### config.mk
export PLATFORM = sky130hd
export DESIGN_NAME = rf_access_arbiter
export DESIGN_NICKNAME = d
export VERILOG_FILES = /design/src/rtl/rf_access_arbiter.sv
export SDC_FILE = /design/constraint.sdc
export NUM_CORES = 1
export LEC_CHECK = 0
export ABC_AREA = 1
export ABC_CLOCK_PERIOD_IN_PS = 1100
export BUFFER_PORTS_ARGS = -buffer_cell sky130_fd_sc_hd__buf_2
export CORE_MARGIN = 2
export CORE_UTILIZATION = 41
export CTS_CLUSTER_SIZE = 16
export DETAILED_ROUTE_END_ITERATION = 10
export PLACE_DENSITY = 0.75
export SKIP_LAST_GASP = 1
export SYNTH_ARGS = -nofsm -noshare
export SYNTH_HDL_FRONTEND = slang
export SYNTH_SLANG_ARGS = --single-unit
### constraint.sdc
create_clock -name i_clk -period 1.1 [get_ports i_clk]
set_input_delay 0.11 -clock i_clk [delete_from_list [all_inputs] [get_ports i_clk]]
set_output_delay 0.11 -clock i_clk [all_outputs]
set_load 0.02 [all_outputs]
### src/rtl/rf_access_arbiter.sv
// Round-robin arbiter sharing the register file between client A (CPU) and client B (debug).
// Optional owner lock (back-to-back ownership) is enabled by defining RF_ARB_LOCK_EN.
module rf_access_arbiter #(
    parameter int DATA_WIDTH = 16,
    parameter int REGBITS    = 4
) (
    input  logic                  i_clk,
    input  logic                  i_reset_n,
    input  logic                  i_a_req,
    input  logic                  i_a_we,
    input  logic [REGBITS-1:0]    i_a_addr1,
    input  logic [REGBITS-1:0]    i_a_addr2,
    input  logic [DATA_WIDTH-1:0] i_a_wdata,
    input  logic                  i_a_lock,
    input  logic                  i_b_req,
    input  logic                  i_b_we,
    input  logic [REGBITS-1:0]    i_b_addr1,
    input  logic [REGBITS-1:0]    i_b_addr2,
    input  logic [DATA_WIDTH-1:0] i_b_wdata,
    input  logic                  i_b_lock,
    output logic                  o_a_gnt,
    output logic                  o_b_gnt,
    output logic                  o_a_rvalid,
    output logic                  o_b_rvalid,
    output logic [DATA_WIDTH-1:0] o_rdata1,
    output logic [DATA_WIDTH-1:0] o_rdata2,
    output logic                  o_rf_wr_en,
    output logic [DATA_WIDTH-1:0] o_rf_wr_data,
    output logic [REGBITS-1:0]    o_rf_addr1,
    output logic [REGBITS-1:0]    o_rf_addr2,
    input  logic [DATA_WIDTH-1:0] i_rf_rd_data1,
    input  logic [DATA_WIDTH-1:0] i_rf_rd_data2
);

    typedef enum logic [1:0] {
        ST_IDLE  = 2'd0,
        ST_ISSUE = 2'd1,
        ST_RESP  = 2'd2
    } state_t;

    state_t                r_state;
    logic                  r_rr_ptr;   // last winner: 0 = A, 1 = B
    logic                  r_owner;
    logic                  r_a_gnt;
    logic                  r_b_gnt;
    logic                  r_a_rvalid;
    logic                  r_b_rvalid;
    logic                  r_rf_wr_en;
    logic [DATA_WIDTH-1:0] r_rf_wr_data;
    logic [REGBITS-1:0]    r_rf_addr1;
    logic [REGBITS-1:0]    r_rf_addr2;
    logic [DATA_WIDTH-1:0] r_rdata1;
    logic [DATA_WIDTH-1:0] r_rdata2;

    logic                  w_any_req;
    logic                  w_win_b;
    logic                  w_hold_ptr;
    logic                  w_win_we;
    logic [REGBITS-1:0]    w_win_addr1;
    logic [REGBITS-1:0]    w_win_addr2;
    logic [DATA_WIDTH-1:0] w_win_wdata;

`ifdef RF_ARB_LOCK_EN
    logic w_owner_lock;
    logic w_owner_req;
    assign w_owner_lock = r_owner ? i_b_lock : i_a_lock;
    assign w_owner_req  = r_owner ? i_b_req  : i_a_req;
`else
    logic w_unused_lock;
    assign w_unused_lock = i_a_lock ^ i_b_lock;
`endif

    // Winner selection and winner field mux
    always_comb begin
        w_any_req  = i_a_req | i_b_req;
        w_win_b    = 1'b0;
        w_hold_ptr = 1'b0;
        if (i_a_req && i_b_req) begin
            w_win_b = ~r_rr_ptr;
        end else begin
            w_win_b = i_b_req;
        end
`ifdef RF_ARB_LOCK_EN
        // A locked owner keeps the RF across back-to-back transactions only
        if ((r_state == ST_RESP) && w_owner_lock && w_owner_req) begin
            w_win_b    = r_owner;
            w_hold_ptr = 1'b1;
        end else begin
            w_hold_ptr = 1'b0;
        end
`endif
        if (w_win_b) begin
            w_win_we    = i_b_we;
            w_win_addr1 = i_b_addr1;
            w_win_addr2 = i_b_addr2;
            w_win_wdata = i_b_wdata;
        end else begin
            w_win_we    = i_a_we;
            w_win_addr1 = i_a_addr1;
            w_win_addr2 = i_a_addr2;
            w_win_wdata = i_a_wdata;
        end
    end

    // Transaction FSM with registered RF controls and client handshakes
    always_ff @(posedge i_clk or negedge i_reset_n) begin
        if (!i_reset_n) begin
            r_state      <= ST_IDLE;
            r_rr_ptr     <= 1'b1;
            r_owner      <= 1'b0;
            r_a_gnt      <= 1'b0;
            r_b_gnt      <= 1'b0;
            r_a_rvalid   <= 1'b0;
            r_b_rvalid   <= 1'b0;
            r_rf_wr_en   <= 1'b0;
            r_rf_wr_data <= {DATA_WIDTH{1'b0}};
            r_rf_addr1   <= {REGBITS{1'b0}};
            r_rf_addr2   <= {REGBITS{1'b0}};
            r_rdata1     <= {DATA_WIDTH{1'b0}};
            r_rdata2     <= {DATA_WIDTH{1'b0}};
        end else begin
            case (r_state)
                ST_IDLE, ST_RESP: begin
                    r_a_rvalid <= 1'b0;
                    r_b_rvalid <= 1'b0;
                    if (w_any_req) begin
                        r_state      <= ST_ISSUE;
                        r_owner      <= w_win_b;
                        r_rr_ptr     <= w_hold_ptr ? r_rr_ptr : w_win_b;
                        r_a_gnt      <= ~w_win_b;
                        r_b_gnt      <= w_win_b;
                        r_rf_wr_en   <= w_win_we;
                        r_rf_wr_data <= w_win_wdata;
                        r_rf_addr1   <= w_win_addr1;
                        r_rf_addr2   <= w_win_addr2;
                    end else begin
                        r_state    <= ST_IDLE;
                        r_a_gnt    <= 1'b0;
                        r_b_gnt    <= 1'b0;
                        r_rf_wr_en <= 1'b0;
                    end
                end
                ST_ISSUE: begin
                    // RF write commits on this same edge, so capture is the pre-write value
                    r_state    <= ST_RESP;
                    r_a_gnt    <= 1'b0;
                    r_b_gnt    <= 1'b0;
                    r_rf_wr_en <= 1'b0;
                    r_a_rvalid <= ~r_owner;
                    r_b_rvalid <= r_owner;
                    r_rdata1   <= i_rf_rd_data1;
                    r_rdata2   <= i_rf_rd_data2;
                end
                default: begin
                    r_state    <= ST_IDLE;
                    r_a_gnt    <= 1'b0;
                    r_b_gnt    <= 1'b0;
                    r_a_rvalid <= 1'b0;
                    r_b_rvalid <= 1'b0;
                    r_rf_wr_en <= 1'b0;
                end
            endcase
        end
    end

    assign o_a_gnt      = r_a_gnt;
    assign o_b_gnt      = r_b_gnt;
    assign o_a_rvalid   = r_a_rvalid;
    assign o_b_rvalid   = r_b_rvalid;
    assign o_rdata1     = r_rdata1;
    assign o_rdata2     = r_rdata2;
    assign o_rf_wr_en   = r_rf_wr_en;
    assign o_rf_wr_data = r_rf_wr_data;
    assign o_rf_addr1   = r_rf_addr1;
    assign o_rf_addr2   = r_rf_addr2;

endmodule
After elaboration in Yosys (flattened, before gate mapping) --
Cells that the tools add are included. Widths: inputs -> output; s select.
Word-level totals: register bits after elaboration 65, output and inout bits 61, logic and storage cells 38
Cells by class: equal/unequal tests 2, muxes and demuxes 15, bitwise logic cells 4, reduce and logical (&&, ||, !) cells 4
Operators with widths (number):
- $mux 16 | 1
- $mux 1 | 11
- $mux 4 | 2
- $pmux 2 s2 | 1
- $not 1->1 | 3
- $eq 2x1->1 const B | 1
- $eq 2x2->1 const B | 1
- $logic_not 2->1 | 1
- $reduce_and 2->1 | 1
- $reduce_or 2->1 | 1
- $logic_and 1x1->1 | 1
- $or 1x1->1 | 1

Logic depth before layout (Yosys ltp) --
Gate-level depths: netlist of run 1.
depth in word-level cells 5, mapped depth 7, mapped depth without buffers 5

Worst setup path after synthesis of run 1 --
OpenSTA, ideal clock, no wires.
path kind reg2reg, start point register r_rr_ptr, end point register r_rf_addr1[3] (netlist: o_rf_addr1[3]), setup time 0.117 ns, arrival time 1.124 ns, slack -0.141 ns, cell stages (with the launch flop) 7, buffers on the path 1, clock period less this slack 1.241 ns, path through dfstp_2 > nand2_1 > nand2_2 > buf_2 > nand2_1 > nand3_1 > nand2_1
On the way: longest elaborated chain between the ends 3
Ends and longest elaborated chain:
- start: declaration | RTL line 42 | logic r_rr_ptr;
- start signal: assignment | RTL line 129 | r_rr_ptr <= w_hold_ptr ? r_rr_ptr : w_win_b;
- $not 1->1 | RTL line 79 | w_win_b = ~r_rr_ptr;
- $mux 1 | RTL line 78 | if (i_a_req && i_b_req) begin
- $mux 4 | RTL line 92 | if (w_win_b) begin
- end signal: assignment | RTL line 117 | r_rf_addr1 <= {REGBITS{1'b0}};
- end signal: assignment | RTL line 134 | r_rf_addr1 <= w_win_addr1;
- end: declaration | RTL line 50 | logic [REGBITS-1:0] r_rf_addr1;
No other way between the ends. A chain may end at the register's enable or synchronous reset.

Worst setup path after layout of run 1 --
start point register r_state[0], end point register r_rdata2[1] (netlist: o_rdata2[1])
On the way: longest elaborated chain between the ends 1
Ends and longest elaborated chain:
- start: declaration | RTL line 41 | state_t r_state;
- start signal: assignment | RTL line 108 | r_state <= ST_IDLE;
- start signal: assignment | RTL line 127 | r_state <= ST_ISSUE;
- start signal: assignment | RTL line 137 | r_state <= ST_IDLE;
- $eq 2x1->1 | RTL line 122 | case (r_state)
- end signal: assignment | RTL line 120 | r_rdata2 <= {DATA_WIDTH{1'b0}};
- end signal: assignment | RTL line 152 | r_rdata2 <= i_rf_rd_data2;
- end: declaration | RTL line 53 | logic [DATA_WIDTH-1:0] r_rdata2;
No other way between the ends.

==> results of run 1 <==
final cells by class:
class	instances	area, um^2
fillers	507	2000
flip-flops and latches	65	1630
repair buffers	208	1460
multi-input cells	230	1210
clock buffers	10	128
inverters	26	105
well taps	80	100
clock inverters	6	91.3
repair inverters	2	25.0
Yosys cell counts (3+ instances only):
cell | n | area (um^2)
sky130_fd_sc_hd__nand2_1 | 167 | 627
sky130_fd_sc_hd__dfrtp_1 | 64 | 1600
sky130_fd_sc_hd__nand3_1 | 28 | 140
sky130_fd_sc_hd__inv_1 | 24 | 90.1
sky130_fd_sc_hd__nand3b_1 | 21 | 158
sky130_fd_sc_hd__buf_2 | 7 | 35.0
sky130_fd_sc_hd__nor2_1 | 5 | 18.8
sky130_fd_sc_hd__buf_6 | 4 | 45.0
sky130_fd_sc_hd__clkbuf_1 | 4 | 15.0
sky130_fd_sc_hd__buf_4 | 3 | 22.5
sky130_fd_sc_hd__nand4_1 | 3 | 18.8
worst max-delay path, cell delays in order (launching register included):
cell,delay (ns)
sky130_fd_sc_hd__dfrtp_1,0.37
sky130_fd_sc_hd__inv_2,0.06
sky130_fd_sc_hd__or2_4,0.34
sky130_fd_sc_hd__clkbuf_16,0.20
sky130_fd_sc_hd__nand2_4,0.05
sky130_fd_sc_hd__nand2_2,0.05
routing by layer:
metal,wire length [um],track usage (%),vias to the layer above
met5,0,0,-
met4,288,12.9,0
met3,630,4.17,27
met2,4880,38.0,137
met1,3520,25.9,1440
li1,-,-,1458
how the worst min path moves through the flow:
stage	cells after the start	slack, ns	end
after floorplan	0	-0.19	o_a_gnt$_DFF_PN0_
after global placement	1	0.04	o_rdata1[1]$_DFFE_PN0N_
after detailed placement	1	0.04	o_rdata1[1]$_DFFE_PN0N_
after CTS	3	0.01	o_rf_wr_data[12]$_DFFE_PN0P_
after global routing	3	0.03	o_rf_wr_data[12]$_DFFE_PN0P_
final	3	0.02	o_rf_wr_data[12]$_DFFE_PN0P_
layout by cell type (no fill, tap or decap):
cell                            synthesis  routed
sky130_fd_sc_hd__nand2_4                0      13
sky130_fd_sc_hd__or2_4                  0       2
sky130_fd_sc_hd__nand3b_1              21      21
sky130_fd_sc_hd__buf_12                 0       8
sky130_fd_sc_hd__clkbuf_1               4       1
sky130_fd_sc_hd__nand3_2                0       2
sky130_fd_sc_hd__clkinv_8               0       1
sky130_fd_sc_hd__o21ai_1                0       1
sky130_fd_sc_hd__nor2_4                 0       2
sky130_fd_sc_hd__buf_6                  4       1
sky130_fd_sc_hd__nand4_1                3       3
sky130_fd_sc_hd__nand2_2                1      30
sky130_fd_sc_hd__dlygate4sd3_1          0      36
sky130_fd_sc_hd__nand2_1              167     124
sky130_fd_sc_hd__nand2_8                0       1
sky130_fd_sc_hd__clkbuf_16              0       4
sky130_fd_sc_hd__dfrtp_1               64      64
sky130_fd_sc_hd__inv_2                  1       2
sky130_fd_sc_hd__bufinv_16              0       2
sky130_fd_sc_hd__nand3_1               28      26
sky130_fd_sc_hd__inv_6                  0       2
sky130_fd_sc_hd__buf_2                  7     146
sky130_fd_sc_hd__dfstp_2                1       1
sky130_fd_sc_hd__nor2_1                 5       4
sky130_fd_sc_hd__inv_8                  0       1
sky130_fd_sc_hd__o21ai_2                1       1
sky130_fd_sc_hd__buf_4                  3      13
sky130_fd_sc_hd__clkbuf_8               0       9
sky130_fd_sc_hd__clkinvlp_4             0       3
sky130_fd_sc_hd__inv_1                 24      23
kinds of logic (layout without fill, tap and decap cells):
kind of cell | Yosys count | after routing | share of synthesized area, %
AO/OA/AOI/OAI | 2 | 2 | 0.484
buffers and inverters | 44 | 252 | 7.66
AND/OR/NAND/NOR | 227 | 228 | 34.5
flip-flops | 65 | 65 | 57.3
stage by stage:
stage	cells	util [%]
after floorplan	338	-
after global placement	566	56.5
after detailed placement	566	56.5
after CTS	619	65.4
after global routing	627	70.3
final	627	70.3
power by group through the flow:
stage                     logic, mW  clock network [mW]  registers, mW
after detailed placement       2.57                   0           3.26
after CTS                      2.71                2.28           3.23
after global routing           3.33                2.38           3.38
after global placement         2.53                   0           3.24
after floorplan               0.860                   0           3.92
final                          3.08                2.22           3.32
registers in the layout, summed over array words and instances (netlist names):
register      count
o_rf_addr1        4
o_rdata2         16
o_a_rvalid        1
o_rf_wr_en        1
o_b_gnt           1
o_rf_addr2        4
o_rdata1         16
o_rf_wr_data     16
r_rr_ptr          1
o_a_gnt           1
r_owner           1
r_state           2
o_b_rvalid        1
repair_timing:
item / 4_1_cts / 5_1_grt
gates resized for setup: 7 / 62
pin swaps: 3 / 19
setup endpoints to repair: 57 / 60
gates cloned: 1 / 7
hold buffers: 36 / 0
hold endpoints to repair: 89 / 0
setup buffers: 0 / 1
==> summary by stage, run 1 <==
Clock tree
Counting the buffers created by CTS gives 9. TritonCTS built the clock tree. The maximum buffer depth of the clock tree is 2. The clock sink count is 65. The number of H-tree levels is 3. The clock latency on the worst-skew pair is 0.33 ns. After clock tree synthesis, the clock-pin slew on the worst setup and hold paths is 0.07 ns. CTS placed an instance of sky130_fd_sc_hd__clkbuf_8 at the clock tree root.

STA
Setup repair after global routing could not meet its margin everywhere. The clock period minus worst slack is 1.18 ns. In this run the tightest slew margin relative to its limit is 75.1%. The clock arrives with 0.00775 ns of skew. Setup slack on the critical path of the routed design comes to -0.0803 ns. The maximum clock frequency is 0.847 GHz.

For the pin with the worst max-slew slack, the measured transition is 0.374 ns. The final-layout setup total negative slack is -2.05 ns. The number of max-slew violations in the final report came to 0.

The number of hold violations in the final report is 0. Of the available clock period, the critical path in the final layout requires 107%. The smallest hold slack is 0.0217 ns. Setup violations remaining at the end of the flow were counted as 47.

Die
The core region is 6760 um^2. 149 I/O pins were placed. Once the floorplan was initialized, standard cells occupied 42.0% of the core.

From bottom edge to top edge, the die measures 87.2 um. The total die area is 7610 um^2. The floorplan has 30 rows. The die is 87.2 um wide.

Pwr
The switching fraction of total power is 36.5%. The share of total power dissipated in sequential elements is 38.5%. The total power divided by cell area is 1810 nW/um^2. The clock network burns 25.7% of the power. Summed over all cells, the static leakage comes to 2.67 nW. The completed layout was analyzed and its total power is 8.62 mW. The power share of the combinational group is 35.7%.

VDD sags by at most 1.20 mV. The internal portion of the total power is 5.47 mW. In this run the power spent charging and discharging nets is 3.15 mW.

Logic synthesis
The dominant synthesized flop cell is sky130_fd_sc_hd__dfrtp_1. The distinct cell type count after synthesis is 19. The synthesized area divided by synthesized cell count is 8.40 um^2. The number of warnings printed during yosys synthesis is 0. The net count of the mapped netlist is 426. The cell area that synthesis handed to floorplanning was 2840 um^2. For this run, asynchronously set or reset flops after synthesis account for 100%. The post-synthesis cell count is 338.

The synthesized design contains 0 enable-type register cells. After synthesis, flip-flops and latches occupy 57.3% of the total area. In this run, synthesis produced a sequential element count of 65.

Detailed routing
Detailed routing inserted a total of 3,062 vias. The routed design has 9.32 mm of wire. The post-detailed-route count of antenna-violating nets is 0. The post-detailed-route wirelength per cell is 14.9 um. The detailed router finished its first iteration with 102 violations.

The first TritonRoute pass finished after 5 iterations. For this run, design rule violations remaining after detail routing come to 0. The detailed-route vias per instance is 4.88.

Placed design
The HPWL after detailed placement is 5.39 mm. During placement, the flow inserted port buffers numbering 146. The congestion estimate from routability-driven global placement came to 0.796.

Before CTS, the worst setup slack after placement is -0.116 ns. The placed cell area is 3820 um^2.

GRT
The largest net degree at the start of global routing is 25. The via count of the first global-routing pass is 2,980. The initial antenna violation count is 0. After global routing the overflow that remains totals 0. The wire length of the first global-routing pass is 13.1 mm. The total routing resource utilization after global routing is 22.2%.

Hold path
The kind of path behind the tightest hold check is in2reg. The startpoint identified for the worst hold timing path is i_a_wdata[12].

Worst setup path
The worst register-to-register path ends at o_rdata2[1]$_DFFE_PN0N_. The worst-case reg-to-reg path depth is 5. The worst setup path is of the reg2reg kind.

In this run the worst path has a maximum fanout of 5. The setup check on the worst reg-to-reg path leaves a slack of -0.08 ns. Data on the critical path is required at its endpoint by 1.32 ns.

The end of the critical path is o_rdata2[1]$_DFFE_PN0N_. The worst setup path is captured at a register. STA puts the critical path data arrival time at 1.40 ns. The critical path starts at r_state[0]$_DFF_PN0_. STA classifies the critical path startpoint as a register.

The worst register-to-register path begins at r_state[0]$_DFF_PN0_.

Job
The max-cap check violation count is 0.

Cells and area
The count of antenna diodes in the layout is 0. The total non-filler cell area in the finished layout is 4750 um^2. For this run, the post-layout net count is 630. Of the cells placed in the final design, the portion with a size suffix greater than 1 is 44.6%.

The area growth from synthesis to layout is 67.3%.

Run status
The flow ran to the end, but the final reports show violations. The checks that failed: negative setup slack.
Power figures use the tool's default switching activity.
==> run 2: changes to the inputs <==
Settings changed: ABC_CLOCK_PERIOD_IN_PS 1100 to 1500, CORE_UTILIZATION 41 to 48, PLACE_DENSITY 0.75 to 0.82.
Clock period 1.1 ns to 1.5 ns, I/O delays scaled along.
==> run 2 against run 1 <==
Register-to-register slack improved by 0.30 ns. Final cell count decreased by 9.3%. Largest cell class unchanged. Final area decreased by 18%. Die area decreased by 14%. Non-clock buffer count decreased by 49. Maximum frequency decreased by 8.1%. The flow now finishes without violations. Sequential cell count unchanged. Setup slack improved by 0.30 ns. First-iteration DRC count increased by 97%. Combinational power decreased by 41%. Highest routed layer unchanged. Count of clock-buffer cells in the layout increased by 2. Critical path type unchanged. Sequential share of layout area increased by 7.4 points.
==> summary by stage, run 2 (synthesis gave the netlist of run 1 again) <==
GRT
The via count of the first global-routing pass is 2,645 (-11%). The largest net degree at the start of global routing is 66 (+160%). The total routing resource utilization after global routing is 24.2% (+2.0 points). The initial antenna violation count came to 0 (unchanged). The total congestion overflow after global routing came to 0 (unchanged). The wire length of the first global-routing pass is 12.0 mm (-8.6%).

Detailed routing
The DRC violation count after routing is 0 (unchanged). The number of DRC markers after the initial detailed-route iteration is 201 (+97%). The length of the first detailed-routing pass in iterations is 4 (-1). The detailed-route vias per instance is 4.92 (+0.66%). The post-detailed-route wirelength per cell is 13.3 um (-11%). The post-detailed-route count of antenna-violating nets is 0 (unchanged). The routed wire length is 7.56 mm (-19%). The total via count in the routed design came to 2,797 (-8.7%).

STA
The worst clock skew is 0.00476 ns (-0.00298 ns). The number of max-slew violations in the final report is 0 (unchanged). The slew of the pin with the lowest slew margin came to 1.12 ns (+0.748 ns). The final setup violation count was 0 (-100%). The final-layout setup total negative slack was 0 ns (+2.05 ns). The final clock period utilization by the worst path is 85.6% (-22 points). The smallest setup slack after layout came to 0.216 ns (+0.296 ns). Setup repair after global routing left no endpoint under its margin. The clock period minus worst slack is 1.28 ns (+0.104 ns). The number of hold violations in the final report is 0 (unchanged). The maximum clock frequency came to 0.779 GHz (-8.1%). The worst-case headroom to the max-slew limit is 25.2% (-50 points).

Die
The number of cell rows is 28 (-6.7%). The total die area came to 6550 um^2 (-14%). The overall die height is 80.9 um (-7.2%). The placeable core region is 5820 um^2 (-14%). The horizontal extent of the die is 80.9 um (-7.2%). The count of boundary I/O pins is 149 (unchanged). The initial standard-cell utilization of the core is 48.8% (+6.8 points).

Worst setup path
The data arrival time of the critical path is 1.55 ns (+0.15 ns). STA classifies the critical path endpoint as a register. The maximum fanout encountered on the critical timing path is 33 (+28). The worst setup path is launched from a register. The required arrival time at the worst endpoint came to 1.76 ns (+0.44 ns). The critical path is of the reg2reg type.

Cells and area
The count of antenna diodes in the layout is 0 (unchanged). Compared with the post-synthesis result, the final layout area differs by 37.5%. The fraction of final layout cells with drive strength greater than 1 was 35.0% (-9.6 points). The fill cell total of the finished layout is 528 (+4.1%). In the layout the commonest cells are sky130_fd_sc_hd__nand2_1 (167), sky130_fd_sc_hd__buf_2 (146), sky130_fd_sc_hd__dfrtp_1 (64), sky130_fd_sc_hd__nand3_1 (28), sky130_fd_sc_hd__inv_1 (24).

The final cell utilization of the core is 67.1% (-3.2 points). The final non-filler cell total is 569 (-9.3%). The count of nets after finishing came to 578 (-8.3%). The most common cell after layout, fill and taps aside is sky130_fd_sc_hd__nand2_1.

Pwr
The total power divided by cell area is 1450 nW/um^2 (-20%). The total leakage power was 2.32 nW (-13%). The total power of the final layout is 5.65 mW (-34%). The maximum resistive drop on vdd is 0.724 mV (-39%).

Placed design
The number of input and output port buffers inserted is 146 (unchanged). The routability congestion estimate came to 0.859 (+7.9%). The worst slack at placement was 0.0597 ns (+0.176 ns).

The cell total after placement is 548 (-3.2%). The HPWL reported at the end of detailed placement is 5.20 mm (-3.5%).

Clock tree
The number of CTS-inserted buffers is 9 (unchanged). The root buffer cell is sky130_fd_sc_hd__clkbuf_8. The clock-pin transition on the worst setup and hold timing paths is 0.07 ns (about the same). The clock latency on the worst-skew pair came to 0.33 ns (about the same).

The number of H-tree levels came to 3 (unchanged). The maximum buffer depth of the clock tree is 2 (unchanged). The clock sink count was 65 (unchanged). TritonCTS built the clock tree. The number of instances resized during post-cts repair is 0 (-7).

Run status
The run finished with clean final reports.

Hold path
The kind of path behind the tightest hold check is in2reg.

Job
The max-cap check violation count was 0 (unchanged).
run 2: through the flow:
stage | hold slack [ns] | area [um^2]
after detailed placement | 0.190 | 3650
final | 0.0136 | 3910
after floorplan | -0.146 | 2840
after global routing | 0.0114 | 3910
after global placement | 0.187 | 3650
after CTS | 0.000702 | 3910
run 2: path summary, 6_finish.rpt:
check	from	to	cells after the start	slack (ns)
worst min register to register	r_owner$_DFFE_PN0P_	o_a_rvalid$_DFF_PN0_	1	0.43
worst max-delay path	r_state[0]$_DFF_PN0_	o_rdata1[15]$_DFFE_PN0N_	5	0.22
worst min-delay path	i_rf_rd_data1[2]	o_rdata1[2]$_DFFE_PN0N_	3	0.01
worst max register to register	r_state[0]$_DFF_PN0_	o_rdata1[15]$_DFFE_PN0N_	5	0.22
min in group asynchronous	i_reset_n	o_rf_wr_data[3]$_DFFE_PN0P_	3	0.35
max in group asynchronous	i_reset_n	r_rr_ptr$_DFFE_PN1P_	3	0.81
run 2: cell type report:
type	instances	area, um^2	share of cell area [%]
well taps	75	93.8	2.40
clock inverters	3	40.0	1.03
repair buffers	159	893	22.9
flip-flops and latches	65	1630	41.7
clock buffers	12	155	3.97
multi-input cells	229	995	25.5
inverters	26	100	2.56
run 2: what timing repair did:
action / in CTS / in global routing
hold buffers: 6 / 0
endpoints found under the hold margin: 69 / 0
setup buffers: 0 / 0
run 2: critical path: stages (launching register included):
cell	delay, ns
sky130_fd_sc_hd__dfrtp_1	0.40
sky130_fd_sc_hd__inv_2	0.09
sky130_fd_sc_hd__or2_1	0.28
sky130_fd_sc_hd__inv_4	0.27
sky130_fd_sc_hd__nand2_1	0.09
sky130_fd_sc_hd__nand2_1	0.09
run 2: layer usage:
metal / vias up / global-route usage (%) / routed length (um)
li1: 1338 / - / -
met1: 1337 / 29.3 / 3020
met2: 104 / 41.1 / 3960
met3: 18 / 4.67 / 415
met4: 0 / 12.0 / 174
met5: - / 0 / 0
run 2: power breakdown:
group	total [mW]	switching, mW	internal (mW)
Combinational	1.81	1.18	0.629
Clock	1.48	0.634	0.845
Sequential	2.36	0.205	2.16
Total	5.65	2.02	3.63
==> run 3: changes to the inputs <==
Settings changed: ABC_CLOCK_PERIOD_IN_PS 1500 to 1120, CORE_UTILIZATION 48 to 41, PLACE_DENSITY 0.82 to 0.75.
Clock period 1.5 ns to 1.12 ns, I/O delays scaled along.
==> run 3 against run 2 <==
The run now ends with negative setup slack left. Clock power rose by 53%. Sequential share of layout area fell by 8.6 points. Highest routed layer unchanged. Final cell count rose by 9.8%. Largest power group unchanged. Via count rose by 9.1%. Largest cell class unchanged. Critical path depth is the same. Global-route usage down 2.4 points. Sequential power rose by 40%. Maximum frequency up 6.2%.
==> summary by stage, run 3 (synthesis gave the netlist of run 1 again) <==
Cells and area
The count of nets after finishing came to 627 (+8.5%). The total non-filler cell area in the finished layout is 4930 um^2 (+26%). The fraction of final layout cells with drive strength greater than 1 is 50.7% (+16 points). The area growth from synthesis to layout is 73.4%.

The library cell used most frequently in the layout, excluding fill and tap cells, is sky130_fd_sc_hd__buf_2. The library cells used most frequently in the layout, excluding fill and tap cells, are sky130_fd_sc_hd__buf_2 (146), sky130_fd_sc_hd__nand2_1 (100), sky130_fd_sc_hd__dfrtp_1 (64), sky130_fd_sc_hd__nand2_2 (43), sky130_fd_sc_hd__dlygate4sd3_1 (36). The final cell utilization of the core is 72.9% (+5.8 points). The final non-filler cell total is 625 (+9.8%).

GRT
The via count of the first global-routing pass was 2,924 (+11%). The initial antenna violation count came to 1 (+1). The total routing resource utilization after global routing is 21.8% (-2.4 points). The total congestion overflow after global routing came to 0 (unchanged). The wire length of the first global-routing pass is 12.9 mm (+7.8%). The largest net degree at the start of global routing is 66 (unchanged).

STA
The final clock period utilization by the worst path is 108% (+22 points). The number of hold violations in the final report came to 0 (unchanged). The smallest hold slack is 0.0133 ns (-0.000322 ns). The worst clock skew is 0.00893 ns (+0.00417 ns). The maximum clock frequency came to 0.827 GHz (+6.2%). The final-layout setup total negative slack is -1.87 ns (-1.87 ns). The number of max-slew violations in the final report is 0 (unchanged). The slew of the pin with the lowest slew margin was 0.345 ns (-0.778 ns). The worst-case headroom to the max-slew limit came to 77.0% (+52 points).

The smallest setup slack after layout is -0.0893 ns (-0.306 ns). Setup repair after global routing could not meet its margin everywhere. The final setup violation count was 39 (+39).

The clock period minus worst slack is 1.21 ns (-0.0745 ns).

Worst setup path
The maximum fanout encountered on the critical timing path was 8 (-76%). Tracing the worst setup path back leads to its startpoint at r_state[0]$_DFF_PN0_. The highest-delay cell along the critical path is sky130_fd_sc_hd__dfrtp_1. STA classifies the critical path endpoint as a register. The critical path goes through inv_2, or2_4, clkbuf_16, nand2_4, nand2_1. Broken down by cell family, the worst path's largest delay share belongs to simple AND/OR/NAND/NOR gates. The capture instance of the worst register-to-register path is o_rdata2[14]$_DFFE_PN0N_.

The buffer and inverter count on the worst path is 2 (unchanged). The required arrival time at the worst endpoint was 1.35 ns (-0.41 ns). The kind of start point of the critical path is a register. The worst-case reg-to-reg path depth is 5 (unchanged). The worst register-to-register path begins at r_state[0]$_DFF_PN0_. The worst setup path is of the reg2reg kind. The logic depth of the worst setup path including buffers came to 5 (unchanged). The delay of the slowest cell on the worst path is 0.36 ns (-0.04 ns).

The data arrival time of the critical path is 1.44 ns (-0.11 ns). The end of the critical path is o_rdata2[14]$_DFFE_PN0N_. The flop-to-flop setup slack is -0.09 ns (-0.31 ns).

Die
The placeable core region is 6760 um^2 (+16%). The overall die height was 87.2 um (+7.8%). The initial standard-cell utilization of the core is 42.0% (-6.8 points). The count of boundary I/O pins is 149 (unchanged).

The horizontal extent of the die was 87.2 um (+7.8%). The total die area came to 7610 um^2 (+16%). The number of cell rows was 30 (+7.1%).

Clock tree
TritonCTS built the clock tree. The maximum buffer depth of the clock tree is 2 (unchanged). The number of H-tree levels is 3 (unchanged). The clock-pin transition on the worst setup and hold timing paths is 0.08 ns (about the same). The clock latency on the worst-skew pair was 0.34 ns (about the same). The clock sink count is 65 (unchanged). The number of buffers inserted to repair setup after CTS is 0 (unchanged).

The tree is rooted in a sky130_fd_sc_hd__clkbuf_8. The number of CTS-inserted buffers is 9 (unchanged).

Detailed routing
The number of DRC markers after the initial detailed-route iteration is 173 (-14%). The DRC violation count after routing is 0 (unchanged). The detailed-route vias per instance is 4.88 (-0.69%).

The total via count in the routed design is 3,051 (+9.1%). The routed wire length came to 9.80 mm (+30%). The post-detailed-route count of antenna-violating nets came to 0 (unchanged).

The post-detailed-route wirelength per cell is 15.7 um (+18%). The length of the first detailed-routing pass in iterations is 4 (unchanged).

Placed design
The routability congestion estimate was 0.807 (-6.1%). The HPWL reported at the end of detailed placement is 5.05 mm (-2.8%). The cell total after placement is 560 (+2.2%). The placed cell area is 3740 um^2 (+2.5%). The worst slack at placement came to -0.0800 ns (-0.140 ns). The number of input and output port buffers inserted came to 146 (unchanged).

Pwr
The total leakage power was 2.74 nW (+18%). The maximum resistive drop on vdd is 1.14 mV (+57%). The total power of the final layout is 8.77 mW (+55%). The total power divided by cell area is 1780 nW/um^2 (+23%).

Hold path
The launch instance of the worst min-delay path is i_a_wdata[13]. The min-delay analysis places its worst path in the category in2reg.

Run status
The flow ran to the end, but the final reports show violations. The checks that failed: negative setup slack.

Job
The max-cap check violation count is 0 (unchanged).
-- run 3: worst min-delay path by stage --
stage | endpoint | depth (start not counted)
after floorplan | o_a_gnt$_DFF_PN0_ | 0
after CTS | o_rf_wr_data[13]$_DFFE_PN0P_ | 3
final | o_rf_wr_data[13]$_DFFE_PN0P_ | 3
after detailed placement | o_rdata1[0]$_DFFE_PN0N_ | 2
after global placement | o_rdata1[0]$_DFFE_PN0N_ | 2
after global routing | o_rf_wr_data[13]$_DFFE_PN0P_ | 3
-- run 3: per-layer routing --
metal | wire length (um) | part of all wire (%) | global-route usage, %
met1 | 3900 | 40 | 25.2
met2 | 5100 | 52 | 39.4
met3 | 503 | 5.1 | 3.22
met5 | 0 | 0 | 0
met4 | 291 | 3.0 | 10.3
-- run 3: where the power goes --
part | switching (mW) | leakage, nW | internal [mW] | total, mW
registers | 0.406 | 0.795 | 2.89 | 3.30
clock network | 0.946 | 0.113 | 1.32 | 2.27
logic | 1.92 | 1.83 | 1.29 | 3.20
-- run 3: area by class of cell --
| type | count | area [um^2] |
|---|---|---|
| fill | 511 | 1830 |
| sequential | 65 | 1630 |
| timing repair buffer | 205 | 1460 |
| multi-input combinational | 230 | 1380 |
| clock buffer | 10 | 138 |
| inverter | 26 | 110 |
| tap | 80 | 100 |
| clock inverter | 6 | 90.1 |
| timing repair inverter | 2 | 20.0 |
| antenna | 1 | 2.50 |
-- run 3: worst register-to-register path, cell delays in order (launching register included) --
cell and delay [ns]:
sky130_fd_sc_hd__dfrtp_1 0.36, sky130_fd_sc_hd__inv_2 0.06, sky130_fd_sc_hd__or2_4 0.34, sky130_fd_sc_hd__clkbuf_16 0.22
sky130_fd_sc_hd__nand2_4 0.07, sky130_fd_sc_hd__nand2_1 0.07
-- run 3: what timing repair did --
action,in CTS,in global routing
gates cloned,1,11
endpoints found under the hold margin,98,0
pin swaps,0,40
gates resized for setup,13,101
endpoints found under the setup margin,55,58
hold buffers,36,0
